## src/rtl/sy_rtc_gen_if.sv

```systemverilog
// Configuration and output bundle of the RTC reference generator.
// The generator itself uses the slave modport; whoever drives enable and
// programs the increment uses the master modport.
interface sy_rtc_gen_if #(
    parameter int ACC_WIDTH = 32
);
    logic                 en_i;
    logic                 cfg_we_i;
    logic [ACC_WIDTH-1:0] cfg_inc_i;
    logic [ACC_WIDTH-1:0] cfg_inc_o;
    logic                 cfg_busy_o;
    logic                 rtc_o;
    logic                 tick_o;

    modport master (
        output en_i,
        output cfg_we_i,
        output cfg_inc_i,
        input  cfg_inc_o,
        input  cfg_busy_o,
        input  rtc_o,
        input  tick_o
    );

    modport slave (
        input  en_i,
        input  cfg_we_i,
        input  cfg_inc_i,
        output cfg_inc_o,
        output cfg_busy_o,
        output rtc_o,
        output tick_o
    );
endinterface

```

## src/rtl/sy_rtc_gen.sv

```systemverilog
// Real-time-clock reference generator feeding the CLINT rtc input.
// A phase accumulator adds the active increment every enabled cycle. Each
// carry out of the accumulator toggles the square wave, and a one-cycle tick
// marks every rising edge. A new increment is shadowed and only swapped in on
// a carry, so each half-period is built from one increment and no runt level
// can reach the downstream synchronizer.
module sy_rtc_gen #(
    parameter int unsigned CLK_FREQ_HZ = 50_000_000,
    parameter int unsigned RTC_FREQ_HZ = 32_768,
    parameter int          ACC_WIDTH   = 32
) (
    input  logic          clk_i,
    input  logic          rst_i,
    sy_rtc_gen_if.slave   bus
);

    // Half of the accumulator range; an increment this large toggles the
    // output at most every second cycle, which is the fastest the CLINT
    // synchronizer can follow.
    localparam logic [63:0] HALF_64 = 64'd1 << (ACC_WIDTH - 1);

    // Nominal increment for the requested frequency, rounded down.
    localparam logic [63:0] RAW_INC_64 =
        (64'd2 * 64'(RTC_FREQ_HZ) * (64'd1 << ACC_WIDTH)) / 64'(CLK_FREQ_HZ);

    localparam logic [63:0] DEF_INC_64 =
        (RAW_INC_64 == 64'd0)    ? 64'd1   :
        (RAW_INC_64 > HALF_64)   ? HALF_64 :
                                   RAW_INC_64;

    localparam logic [ACC_WIDTH-1:0] DEF_INC = DEF_INC_64[ACC_WIDTH-1:0];
    localparam logic [ACC_WIDTH-1:0] HALF_W  = {1'b1, {(ACC_WIDTH-1){1'b0}}};
    localparam logic [ACC_WIDTH-1:0] ONE_W   = {{(ACC_WIDTH-1){1'b0}}, 1'b1};

    // Reject parameter sets that cannot produce a clean RTC edge stream.
    if ((CLK_FREQ_HZ < 4 * RTC_FREQ_HZ) || (ACC_WIDTH < 8) || (ACC_WIDTH > 32)) begin : g_param_check
        $fatal(1, "sy_rtc_gen: illegal CLK_FREQ_HZ/RTC_FREQ_HZ/ACC_WIDTH combination");
    end

    // A zero increment would stall the clock and anything above half range
    // could toggle on consecutive cycles, so written values are forced into
    // the legal window.
    function automatic logic [ACC_WIDTH-1:0] clamp_inc(input logic [ACC_WIDTH-1:0] v);
        if (v == '0) begin
            return ONE_W;
        end
        if (v > HALF_W) begin
            return HALF_W;
        end
        return v;
    endfunction

    logic [ACC_WIDTH-1:0] acc_q;
    logic [ACC_WIDTH-1:0] inc_q;
    logic [ACC_WIDTH-1:0] pend_q;
    logic                 pend_v_q;
    logic                 rtc_q;
    logic                 tick_q;

    logic [ACC_WIDTH:0]   sum;
    logic                 carry;
    logic                 apply;
    logic                 rise;

    // Next phase, carry out, and the decision to swap in a pending increment.
    // While disabled nothing is generated, so a pending value can be taken
    // immediately without splitting a half-period.
    always_comb begin
        sum   = {1'b0, acc_q} + {1'b0, inc_q};
        carry = sum[ACC_WIDTH];
        apply = pend_v_q & (~bus.en_i | carry);
        rise  = bus.en_i & carry & ~rtc_q;
    end

    // Phase accumulator, square wave and rising-edge tick; disabling freezes
    // the phase so re-enabling neither adds nor drops an edge.
    always_ff @(posedge clk_i) begin
        if (!rst_i) begin
            acc_q  <= '0;
            rtc_q  <= 1'b0;
            tick_q <= 1'b0;
        end else begin
            if (bus.en_i) begin
                acc_q <= sum[ACC_WIDTH-1:0];
                if (carry) begin
                    rtc_q <= ~rtc_q;
                end
            end
            tick_q <= rise;
        end
    end

    // Active and shadow increments; a write in the same cycle as an apply
    // lands in the shadow after the older pending value has been consumed.
    always_ff @(posedge clk_i) begin
        if (!rst_i) begin
            inc_q    <= DEF_INC;
            pend_q   <= DEF_INC;
            pend_v_q <= 1'b0;
        end else begin
            if (apply) begin
                inc_q <= pend_q;
            end
            if (bus.cfg_we_i) begin
                pend_q   <= clamp_inc(bus.cfg_inc_i);
                pend_v_q <= 1'b1;
            end else if (apply) begin
                pend_v_q <= 1'b0;
            end
        end
    end

    assign bus.cfg_inc_o  = inc_q;
    assign bus.cfg_busy_o = pend_v_q;
    assign bus.rtc_o      = rtc_q;
    assign bus.tick_o     = tick_q;

endmodule

```

## src/flat_wrapper.sv

```systemverilog
// flat-port wrapper written by rule: the top's interface ports become plain ports
module sy_rtc_gen_flat 
#(
    parameter int unsigned CLK_FREQ_HZ = 50_000_000,
    parameter int unsigned RTC_FREQ_HZ = 32_768,
    parameter int          ACC_WIDTH   = 32
)
  (clk_i, rst_i, bus_en_i, bus_cfg_we_i, bus_cfg_inc_i, bus_cfg_inc_o, bus_cfg_busy_o, bus_rtc_o, bus_tick_o);
  sy_rtc_gen_if #(.ACC_WIDTH(ACC_WIDTH)) bus_i ();
  input  logic clk_i;
  input  logic rst_i;
  input wire logic [$bits(bus_i.en_i)-1:0] bus_en_i;
  input wire logic [$bits(bus_i.cfg_we_i)-1:0] bus_cfg_we_i;
  input wire logic [$bits(bus_i.cfg_inc_i)-1:0] bus_cfg_inc_i;
  output wire logic [$bits(bus_i.cfg_inc_o)-1:0] bus_cfg_inc_o;
  output wire logic [$bits(bus_i.cfg_busy_o)-1:0] bus_cfg_busy_o;
  output wire logic [$bits(bus_i.rtc_o)-1:0] bus_rtc_o;
  output wire logic [$bits(bus_i.tick_o)-1:0] bus_tick_o;
  assign bus_i.en_i = bus_en_i;
  assign bus_i.cfg_we_i = bus_cfg_we_i;
  assign bus_i.cfg_inc_i = bus_cfg_inc_i;
  assign bus_cfg_inc_o = bus_i.cfg_inc_o;
  assign bus_cfg_busy_o = bus_i.cfg_busy_o;
  assign bus_rtc_o = bus_i.rtc_o;
  assign bus_tick_o = bus_i.tick_o;
  sy_rtc_gen #(.CLK_FREQ_HZ(CLK_FREQ_HZ), .RTC_FREQ_HZ(RTC_FREQ_HZ), .ACC_WIDTH(ACC_WIDTH)) u_core (.clk_i(clk_i), .rst_i(rst_i), .bus(bus_i));
endmodule
```

## config.mk

```make
export PLATFORM = sky130hd
export DESIGN_NAME = sy_rtc_gen_flat
export DESIGN_NICKNAME = d
export VERILOG_FILES = /design/src/rtl/sy_rtc_gen_if.sv /design/src/rtl/sy_rtc_gen.sv /design/src/flat_wrapper.sv
export SDC_FILE = /design/constraint.sdc
export NUM_CORES = 1
export LEC_CHECK = 0
export CELL_PAD_IN_SITES_DETAIL_PLACEMENT = 1
export CELL_PAD_IN_SITES_GLOBAL_PLACEMENT = 1
export CORE_MARGIN = 2
export CORE_UTILIZATION = 38
export CTS_BUF_LIST = sky130_fd_sc_hd__clkbuf_8 sky130_fd_sc_hd__clkbuf_16
export DETAILED_ROUTE_END_ITERATION = 10
export GPL_ROUTABILITY_DRIVEN = 0
export HOLD_SLACK_MARGIN = 0.08
export PLACE_DENSITY_LB_ADDON = 0.15
export SYNTH_ARGS = -nofsm -noshare
export SYNTH_HDL_FRONTEND = slang
export SYNTH_SLANG_ARGS = --single-unit
```

## constraint.sdc

```tcl
create_clock -name clk_i -period 2.4 [get_ports clk_i]
set_input_delay 0.24 -clock clk_i [delete_from_list [all_inputs] [get_ports clk_i]]
set_output_delay 0.24 -clock clk_i [all_outputs]
set_load 0.01 [all_outputs]
```

Word-level counts from Yosys, hierarchy flattened
Index checks and enable logic that the tools add are counted.

operators by class
  multiplexer cells = 13
  magnitude comparators = 1
  reductions and logical operators = 3
  bitwise operators = 6
  $add $sub $neg = 1

operators with widths
  cell                                        count
  2-to-1 mux 32 bit                           4
  adder 32 x 32 -> 33 bit                     1
  > comparator 32 bit, second input constant  1
  zero test 32 bit                            1
  2-to-1 mux 1 bit                            9
  AND 1 bit                                   3
  NOT 1 bit                                   2
  AND reduction 2 bit                         1
  nonzero test 2 bit                          1
  OR 1 bit                                    1

word-level totals
  bits of input ports = 36
  bits in registers = 99
  logic and storage cells = 30

Depth between registers and ports, before layout
Gate-level depths: netlist of run 1.

  depth in word-level cells = 9
  depth in mapped cells = 12
  gate-level depth less buffers = 10

Least setup slack after synthesis of run 1
No wires, ideal clock.

  path type = register to register
  start point = reg u_core.inc_q[0], in the netlist u_core.bus.cfg_inc_o[0]
  end point = reg u_core.inc_q[10], in the netlist u_core.bus.cfg_inc_o[10]
  required time = 2.280 ns
  path slack = -0.204 ns
  buffers on the path = 2
  cell stages (with the launch flop) = 13
  arrival time = 2.485 ns
  cell sequence = dfxtp_1 -> ha_1 -> fa_1 -> a21oi_1 -> nand4b_2 -> a311oi_4 -> o211a_4 -> nor2_4 -> o31ai_4 -> a31o_1 -> buf_6 -> buf_12 -> mux2i_1

on the way
  longest elaborated chain between the ends = 3

RTL lines
  what                      RTL line           text
  start: declaration        sy_rtc_gen.sv:54   logic [ACC_WIDTH-1:0] inc_q;
  start signal: assignment  sy_rtc_gen.sv:102  inc_q <= pend_q;
  adder 32 x 32 -> 33 bit   sy_rtc_gen.sv:69   sum = {1'b0, acc_q} + {1'b0, inc_q};
  OR 1 bit                  sy_rtc_gen.sv:71   apply = pend_v_q & (~bus.en_i | carry);
  AND 1 bit                 sy_rtc_gen.sv:71

Every way passes these cells.
A chain may end at the register's enable or synchronous reset.

Worst setup path in the final report of run 1
  start point = reg u_core.inc_q[7], in the netlist u_core.bus.cfg_inc_o[7]
  end point = reg u_core.inc_q[20], in the netlist u_core.bus.cfg_inc_o[20]

The elaborated chain is that of the path after synthesis.

==> results of run 1 <==
final cells by class:
type | count | share of cell area (%)
Clock buffer | 10 | 3.144
Clock inverter | 6 | 0.6287
Inverter | 10 | 0.4716
Multi-Input combinational cell | 504 | 48.41
Sequential cell | 99 | 25.20
Tap cell | 184 | 2.892
Timing Repair Buffer | 162 | 19.25
layer usage:
| layer | global-route usage (%) | up-vias | routed length (µm) |
|---|---|---|---|
| li1 | - | 2564 | - |
| met1 | 30.54 | 2587 | 8718 |
| met2 | 39.63 | 134 | 9186 |
| met3 | 4.630 | 28 | 904 |
| met4 | 5.042 | 0 | 389 |
| met5 | 0 | - | 0 |
per-stage QoR:
step	instances	TNS [ps]	cell area, µm²	hold WS [ps]
global route	975	-7059	7960	347.9
floorplan	648	-1756	5715	364.0
detailed placement	940	-5018	7034	460.6
finish	975	-3496	7960	320.7
CTS	971	-4871	7681	315.2
global placement	940	-1904	7034	447.3
power groups by stage:
stage | clock (µW) | sequential, µW | combinational [µW]
floorplan | 0 | 1820 | 635
global placement | 0 | 1830 | 976
detailed placement | 0 | 1840 | 1010
CTS | 1530 | 1810 | 1120
global route | 1600 | 1840 | 1360
finish | 1500 | 1830 | 1270
critical path: cells and delay by family (launching register included):
kind / cells / cell delay (ps)
AOI/OAI and AO/OA: 6 / 1360
DFF: 1 / 330
muxes: 1 / 230
adders and majority gates: 1 / 340
and+or+nand+nor: 1 / 40
buffers and inverters: 1 / 170
sequential cells by signal, summed over array words and instances (netlist names):
signal,count
u_core.bus.cfg_inc_o,32
u_core.bus.rtc_o,1
u_core.bus.tick_o,1
u_core.acc_q,32
u_core.pend_q,32
u_core.bus.cfg_busy_o,1
worst paths after layout:
kind | from | to | slack (ps) | cells past startpoint
setup / recovery | u_core.bus.cfg_inc_o[7] | u_core.bus.cfg_inc_o[20] | -160 | 10
hold / removal | rst_i | u_core.pend_q[1] | 320 | 2
setup reg to reg | u_core.bus.cfg_inc_o[7] | u_core.bus.cfg_inc_o[20] | -160 | 10
hold reg to reg | u_core.pend_q[21] | u_core.bus.cfg_inc_o[21] | 460 | 2
layout by cell type, fill, tap and decap left out, types with 12 or more instances in the layout:
cell type / instances
nor2b_1: 80
dfxtp_1: 86
nand2_1: 78
nand2b_1: 16
nor2_1: 20
ha_4: 16
mux2i_1: 43
nand3_1: 25
ha_1: 16
xnor2_1: 12
buf_4: 80
clkdlybuf4s50_1: 69
a21oi_1: 35
o21ai_0: 12
clkbuf_16: 12
a21o_1: 19
cells by family after synthesis:
family                     count (synthesis)  synth area share, %
AOI/OAI and AO/OA                        151                18.63
xor gates and xnor gates                  22                3.400
adders and majority gates                 33                7.417
buffers and inverters                     45                4.106
DFF                                       99                34.97
muxes                                     47                8.300
and+or+nand+nor                          251                23.18
what timing repair did:
action / CTS / global route
setup buffers: 14 / 3
gates resized for setup: 44 / 40
gates cloned: 2 / 2
setup endpoints to repair: 41 / 50
pin swaps: 36 / 31
==> impl_summary.txt, run 1 <==
----------------------------------------------------
[Floorplan]
  Initial standard-cell utilization of the core ... between 30% and 40%
  Number of ports placed on the die boundary ... 71
  Core Box Area ... about 0.015 mm²
  Overall die height ... around 130 µm
  X dimension of the die ... roughly 130 µm
  Die footprint ... 0.01591 mm²
  Std cell rows ... between 40 and 50

[Synthesis]
  Yosys warns ... 0
  Async set or reset register ratio after synthesis ... 0%
  Flip-flop and latch count after synthesis ... about 100
  Area contributors post-synth ... dfxtp_1 (35%), nor2b_1 (8.8%), mux2i_1 (8.3%), ha_1 (7.1%), nand2_1 (5.2%)
  Net Count, Synth ... a little over 700
  Unique masters post-synth ... 57
  List of most frequent post-synthesis cells ... dfxtp_1 (99), nor2b_1 (80), nand2_1 (78)
  Average size of a mapped cell ... between 8 and 9 µm²
  Register area share after synthesis ... between 30% and 40%
  Cell area after synthesis ... roughly 0.0057 mm²
  EDFF count, synth ... 0
  Yosys top cell area share ... 34.97%
  Top cell type by total area after synthesis ... dfxtp_1
  Most instantiated flip-flop cell in the synthesis netlist ... dfxtp_1
  Mapped Cells ... around 650
  Top-count cell post-synth ... dfxtp_1

[Layout]
  Layout Utilization ... between 50% and 60%
  Signed area change from the synthesized netlist to the final layout ... 40.44%
  FF+latch area ... between 0.002 and 0.0025 mm²
  Layout cells sized above 1 ... about 22%
  Combined area of the multi-input logic cells ... approximately 0.0039 mm²
  Net count reported at finish ... 855
  Antenna diode count ... 0
  Filler cell count ... approximately 1700

[GRT]
  Via count of the first global-routing pass ... 5614
  Pin count of the biggest net entering global routing ... 61
  Initial antenna violation count ... 0
  Global route total overflow ... 0
  GRT Resource Usage Total ... around 23%
  First-pass GRT wire length ... around 29 mm

[Worst setup path]
  Cell with the largest stage delay on the worst path ... a31o_4
  Endpoint type of the worst setup path ... flop
  Worst stage delay on the critical path ... 350 ps
  Startpoint type of the worst setup path ... flop
  Crit Path Max Fanout ... 6
  Required time of the worst setup path ... about 2700 ps
  CP arrival ... between 2000 and 3000 ps
  Setup CP Type ... flop to flop
  Cell-by-cell listing of the critical path ... ha_1 > o21a_1 > o21ai_1 > a311oi_4 > o211a_4 > nor2_4 > o31ai_4 > a31o_4 > buf_12 > mux2i_2

[Clocking]
  Insertion delay of the later-clocked pin in the worst-skew pair ... between 300 and 400 ps
  Register clock-pin slew on the reported worst setup and hold paths ... around 70 ps
  Clock tree from TritonCTS ... done
  Number of buffers inserted for hold repair after clock tree synthesis ... 0
  Max Root-Sink Buffers ... 2
  CTS root buf ... clkbuf_16
  CTS sink count ... approximately 100
  H-tree depth reported by CTS ... 3
  Num CTS Buffers ... 9

[STA]
  Final Max Slew Viols ... 0
  Count of endpoints failing setup in the final report ... 35
  Part of the cycle the worst path needs ... 106.5%
  Clock Skew ... between 10 and 15 ps
  Tmin final ... about 2600 ps
  Actual transition at the worst max-transition pin ... between 500 and 600 ps
  Fmax ... between 300 and 400 MHz
  Relative slew slack ... about 64%
  Unrepaired setup endpoints after global routing ... true
  Number of failing hold endpoints at the final stage ... 0
  Crit path setup slack, layout ... -156.7 ps

[Drt]
  Detailed router's first-iteration violation count ... between 300 and 400
  Total Wirelength ... between 15 and 20 mm
  Number of iterations in the first detailed-routing pass ... 4
  Post-detailed-route wirelength per cell ... approximately 20 µm
  Via count ... 5313
  Via-per-instance ratio ... 5.449
  Post-DRT Antenna Nets ... 0
  DR DRC count ... 0

[Placement]
  Post-Place Setup Slack ... -201.6 ps
  Port-buffer cells ... 70
  Detail Placement HPWL ... roughly 13 mm

[Pwr]
  Cell Pwr Density ... 577.6 mW/mm²
  VDD IR max ... approximately 0.00036 V
  Switching share of power ... a little under a third
  P_sw ... between 1000 and 1500 µW
  Combinational group share of total power ... between 20 and 30%
  Total design power ... around 4600 µW
  Sequential power share ... roughly two fifths
  Static leakage ... between 0.003 and 0.004 µW
  Internal power ... 3170 µW
  Proportion of power drawn by the clock network ... 32.7%

[Job]
  Count of max-cap constraint violations ... 0

[Hold path]
  Hold Path Class ... input pin to flop

[Run status]
  Outcome ... finished with violations
  Failing checks ... setup timing

----------------------------------------------------
Note: power is estimated with default switching activity, not from simulation.
==> inputs of run 2 (changes only) <==
--- a/config.mk
+++ b/config.mk
@@ -9,11 +9,11 @@
 export CELL_PAD_IN_SITES_GLOBAL_PLACEMENT = 1
 export CORE_MARGIN = 2
 export CORE_UTILIZATION = 38
-export CTS_BUF_LIST = sky130_fd_sc_hd__clkbuf_8 sky130_fd_sc_hd__clkbuf_16
 export DETAILED_ROUTE_END_ITERATION = 10
 export GPL_ROUTABILITY_DRIVEN = 0
 export HOLD_SLACK_MARGIN = 0.08
 export PLACE_DENSITY_LB_ADDON = 0.15
+export SLEW_MARGIN = 20
 export SYNTH_ARGS = -nofsm -noshare
 export SYNTH_HDL_FRONTEND = slang
 export SYNTH_SLANG_ARGS = --single-unit
==> results of run 2 <==
No change in the layout: final DEF, timing and power equal those of run 1.
==> variant 1, RTL diff (config.mk and constraints of run 1) <==
`RTC_FREQ_HZ` is set to 32_768 in 2 places; all go to 16_384.
--- a/src/rtl/sy_rtc_gen.sv
+++ b/src/rtl/sy_rtc_gen.sv
@@ -7,5 +7,5 @@
 module sy_rtc_gen #(
     parameter int unsigned CLK_FREQ_HZ = 50_000_000,
-    parameter int unsigned RTC_FREQ_HZ = 32_768,
+    parameter int unsigned RTC_FREQ_HZ = 16_384,
     parameter int          ACC_WIDTH   = 32
 ) (
--- a/src/flat_wrapper.sv
+++ b/src/flat_wrapper.sv
@@ -3,5 +3,5 @@
 #(
     parameter int unsigned CLK_FREQ_HZ = 50_000_000,
-    parameter int unsigned RTC_FREQ_HZ = 32_768,
+    parameter int unsigned RTC_FREQ_HZ = 16_384,
     parameter int          ACC_WIDTH   = 32
 )
Behaviour: not the same (a bounded check fails within 4 cycles, from zero or initial values and one cycle with rst_i low).
==> variant 1 against run 1 <==
The flow still finishes with violations (negative setup slack). Sequential cell count stayed put. Setup slack worse by 0.035 ns. Via count hardly changed. Clock power is 3% lower. Power is 3.5% lower. Wire length is 2.4% lower. Design area is 0.85% lower. Area after synthesis hardly changed.
==> variant 1: results (changes against run 1) <==
* Synthesis Warnings: 0 (unchanged)
- The placed cell area is 0.00708 mm2 (was 0.00703 mm2).
- The number of cells on the worst reg-to-reg path came to 11 (was 10).
* Launching element of the worst setup path: u_core.bus.cfg_inc_o[0] (was u_core.bus.cfg_inc_o[7])
* Pin count of the biggest net entering global routing: 48 (was 61)
* Wire length on met2: 8.71 mm (was 9.19 mm)
- Critical path data arrival time: 2.82 ns (was 2.83 ns)
* FILL cells: 1715 (was 1664)
- M2 GR Usage: 37.5% (was 39.6%)
- Nets: 860 (was 855)
- The number of global-route vias before repair came to 5464 (was 5614).
* Uppermost signal routing layer after detailed routing: met4 (unchanged)
- Final sum of negative setup slack: -5.39 ns (was -3.50 ns)
- Async set or reset register ratio after synthesis: 0% (unchanged)
- The via count of the routed design is 5315 (was 5313).
- Final antenna diode count: 0 (unchanged)
- Post-synthesis cell type count: 57 (unchanged)
- Clock latency on the worst-skew pair: 0.35 ns
- Sequential element share of the synthesized area: 35.0% (about the same)
* Post-synthesis share of cell area spent on full adders, half adders and majority gates: 7.42% (about the same)
- Post-synth top cells: dfxtp_1, nor2b_1, nand2_1 (unchanged)
* M3 GR Usage: 3.99% (was 4.63%)
- The endpoint with the worst hold slack was u_core.pend_q[17] (was u_core.pend_q[1]).
- The worst-path maximum fanout was 6 (unchanged).
- The half-perimeter wire length after detailed placement is 13.3 mm (was 12.9 mm).
- Fraction of synthesized cell area in xor and xnor cells: 3.40% (about the same)
- Fin worst setup slack: -0.192 ns (was -0.157 ns)
- Overall fraction of global-route tracks in use: 23.3% (was 23.2%)
- Ratio of cells with drive above 1 in the final layout: 22.2% (was 22.3%)
- The first-pass GRT wire length was 29.4 mm (about the same).
* Cell leakage power: 3.18 nW (was 3.17 nW)
- Initial antenna violation count: 0 (unchanged)
- Status: complete, but fails checks (unchanged)
- The power consumed by the clock network is 1.46 mW (was 1.50 mW).
- The detailed router's first-iteration violation count was 332 (was 321).
- The stage delay of the slowest cell on the critical path came to 0.38 ns (was 0.35 ns).
- The detailed-route wire length came to 18.7 mm (was 19.2 mm).
* Violated checks: negative setup slack (unchanged)
- Last element of the critical path: u_core.bus.cfg_inc_o[4] (was u_core.bus.cfg_inc_o[20])
- The number of setup violations in the final report was 37 (was 35).
- Fraction of the mapped netlist area in compound gates: 18.7% (was 18.6%)
* Slew headroom: 57.2% (was 63.5%)
* Wire length on met1: 9.02 mm (was 8.72 mm)
* Seq pwr share: 40.8% (was 39.8%)
- Dominant cells by area after synthesis: dfxtp_1, nor2b_1, mux2i_1 (unchanged).
- Inserted Clock Buffers: 9 (unchanged)
- The post-synthesis mux area share is 8.30% (about the same).
- CTS clk-pin slew, worst paths: 0.07 ns (about the same)
- Fraction of met1 tracks used by global routing: 32.5% (was 30.5%)
- Slowest stage cell, crit path: fa_2 (was a31o_4)
- Worst clock skew: 0.00844 ns (was 0.0125 ns)
* Worst VDD drop: 0.369 mV (was 0.355 mV)
- The wire length on met3 is 705 um (was 904 um).
- The switching part of the total power is 30.1% (was 31.0%).
## variant 1: layout make-up
cell class                 count  area [um2]  area share (%)
tap                          184         230            2.92
multi-input combinational    504        3790            48.1
inverter                      10        37.5           0.476
timing repair buffer         167        1530            19.3
clock inverter                 6        42.5           0.539
clock buffer                  10         250            3.17
sequential                    99        2010            25.5
## variant 1: what timing repair did
item                       in CTS  in global routing
cloned                          2                  0
buffers inserted               10                  4
gates resized for setup        47                 35
pin swaps                      28                 27
setup endpoints to repair      47                 50
## variant 1: critical path, delay by kind of cell, from the launching register on
family                     cells  cell delay [ns]
muxes                          1             0.15
and+or+nand+nor                2             0.30
AOI/OAI and AO/OA              5             0.95
buffers and inverters          1             0.16
adders and majority gates      2             0.54
DFF                            1             0.36
## variant 1: metrics by stage
stage          cells  utilization [%]  hold WS (ns)
2_1_floorplan    648                -         0.364
3_3_place_gp     948             48.7         0.451
3_5_place_dp     948             48.7         0.452
4_1_cts          976             53.1         0.257
5_1_grt          980             54.3         0.282
6_report         980             54.3         0.269
==> variant 2, RTL diff (flow settings as in run 1) <==
Without the edit above. Make the reset (`rst_i`) asynchronous in 2 clocked blocks.
--- a/src/rtl/sy_rtc_gen.sv
+++ b/src/rtl/sy_rtc_gen.sv
@@ -75,5 +75,5 @@
     // Phase accumulator, square wave and rising-edge tick; disabling freezes
     // the phase so re-enabling neither adds nor drops an edge.
-    always_ff @(posedge clk_i) begin
+    always_ff @(posedge clk_i or negedge rst_i) begin
         if (!rst_i) begin
             acc_q  <= '0;
@@ -93,5 +93,5 @@
     // Active and shadow increments; a write in the same cycle as an apply
     // lands in the shadow after the older pending value has been consumed.
-    always_ff @(posedge clk_i) begin
+    always_ff @(posedge clk_i or negedge rst_i) begin
         if (!rst_i) begin
             inc_q    <= DEF_INC;
Behaviour: differs if rst_i is asserted again (counterexample within 4 cycles, from zero or initial values and one cycle with rst_i low); with rst_i held inactive, the same outputs for 4 cycles.
==> variant 2 against run 1 <==
The flow still finishes with violations (negative setup slack). Final cell count is 4.4% lower. Design area grew 6.5%. Setup slack worse by 0.24 ns. Worst hold slack improved by 0.12 ns. Critical path depth grew 1. Wire length increased by 3.5%. Synthesized cell count shrank 17%. Area after synthesis rose by 0.97%. Sequential cell count did not move. Critical endpoint is now u_core.bus.cfg_inc_o[24].
Power is not compared: it rests on default switching activity, and its combinational part moved more than twofold at a synthesized area within 25%.
==> variant 2: results (changes against run 1) <==
* Reg-to-reg endpoint: u_core.bus.cfg_inc_o[24] (was u_core.bus.cfg_inc_o[20])
- Destination of the worst hold path: u_core.pend_q[16] (was u_core.pend_q[1])
- Start point of the worst min-delay path: bus_cfg_inc_i[16] (was rst_i)
* Largest fanout on the critical path: 10 (was 6)
* Pin count of the biggest net entering global routing: 51 (was 61)
- Number of placed instances with taps included: 889 (was 940)
- The sequential portion of the cell area came to 29.7% (was 25.2%).
* Pre-CTS WS: -0.357 ns (was -0.202 ns)
- The post-route clock skew was 0.00746 ns (was 0.0125 ns).
- The count of inverters not on the clock network in the layout was 38 (was 10).
* Slowest stage cell, crit path: dfstp_2 (was a31o_4)
* Dominant cells by area after synthesis: dfrtp_1, dfstp_2, mux2_4 (was dfxtp_1, nor2b_1, mux2i_1)
* Critical register-to-register path startpoint: u_core.bus.cfg_inc_o[0] (was u_core.bus.cfg_inc_o[7])
* Fraction of area in multi-input gates: 40.4% (was 48.4%)
* Final sum of negative setup slack: -14.24 ns (was -3.50 ns)
- Count of multi-input gates: 380 (was 504)
* Half-perimeter wire length after detailed placement: 13.4 mm (was 12.9 mm)
* Fin worst setup slack: -0.392 ns (was -0.157 ns)
* Overall fraction of global-route tracks in use: 23.9% (was 23.2%)
- The detailed router's first-iteration violation count is 245 (was 321).
* Global-route wire length before repair: 29.8 mm (was 29.4 mm)
* Number of global-route vias before repair: 5504 (was 5614)
* Signal buffers: 215 (was 162)
- Slowest stage delay, CP: 0.56 ns (was 0.35 ns)
- Violated checks: negative setup slack (unchanged)
- The count of different cell masters after synthesis was 58 (was 57).
- Post-synth top cells: dfrtp_1, nand2_1, o21ai_0 (was dfxtp_1, nor2b_1, nand2_1)
- R2R cell count: 11 (was 10)
* Finished Layout Cells: 932 (was 975)
- Ratio of cells with drive above 1 in the final layout: 41.6% (was 22.3%)
- The area fraction of clock buffers and clock inverters is 3.44% (was 3.77%).
* Total setup violations reported at the end of the flow: 49 (was 35)
* Status: complete, but fails checks (unchanged)
* Final wirelength: 19.9 mm (was 19.2 mm)
- Actual transition at the worst max-transition pin: 0.685 ns (was 0.547 ns)
- Most used flip-flop cell after synthesis: dfrtp_1 (was dfxtp_1)
## variant 2: how the worst max path moves through the flow
stage / from / cells past startpoint / to / slack (ns)
after floorplan: u_core.bus.cfg_inc_o[0] / 11 / u_core.bus.cfg_inc_o[11] / -0.20
after global placement: u_core.bus.cfg_inc_o[15] / 10 / u_core.acc_q[30] / -0.31
after global routing: u_core.bus.cfg_inc_o[0] / 11 / u_core.bus.cfg_inc_o[26] / -0.53
after CTS: u_core.bus.cfg_inc_o[0] / 11 / u_core.bus.cfg_inc_o[21] / -0.37
final: u_core.bus.cfg_inc_o[0] / 11 / u_core.bus.cfg_inc_o[24] / -0.39
after detailed placement: u_core.bus.cfg_inc_o[0] / 12 / u_core.acc_q[26] / -0.36
## variant 2: per-stage QoR
| stage | power [mW] | instance area [um2] | hold slack [ns] |
|---|---|---|---|
| final | 14.4 | 8480 | 0.439 |
| after global placement | 10.5 | 7470 | 0.315 |
| after detailed placement | 10.8 | 7470 | 0.325 |
| after global routing | 15.3 | 8480 | 0.463 |
| after floorplan | 7.25 | 5740 | -0.0556 |
| after CTS | 13.3 | 8130 | 0.423 |
## variant 2: logic make-up (layout without fill, tap and decap cells)
logic type	Yosys count	count (layout)	synth area share, %
AOI/OAI and AO/OA	142	142	16.5
xor gates and xnor gates	26	26	3.98
adders and majority gates	34	34	7.52
buffers and inverters	58	269	4.72
DFF	99	99	43.9
muxes	58	58	13.4
and+or+nand+nor	120	120	9.99
## variant 2: routing by layer
layer	global-route usage, %	part of all wire, %
met2	40.2	49
met4	8.99	3.0
met1	30.9	44
met5	0	0
met3	4.34	3.6
## variant 2: what timing repair did
action	in CTS	in global routing
setup endpoints to repair	50	55
setup buffers	9	16
resized for setup	45	36
pin swaps	16	23
gates cloned	0	1
hold buffers	1	0
endpoints found under the hold margin	30	0
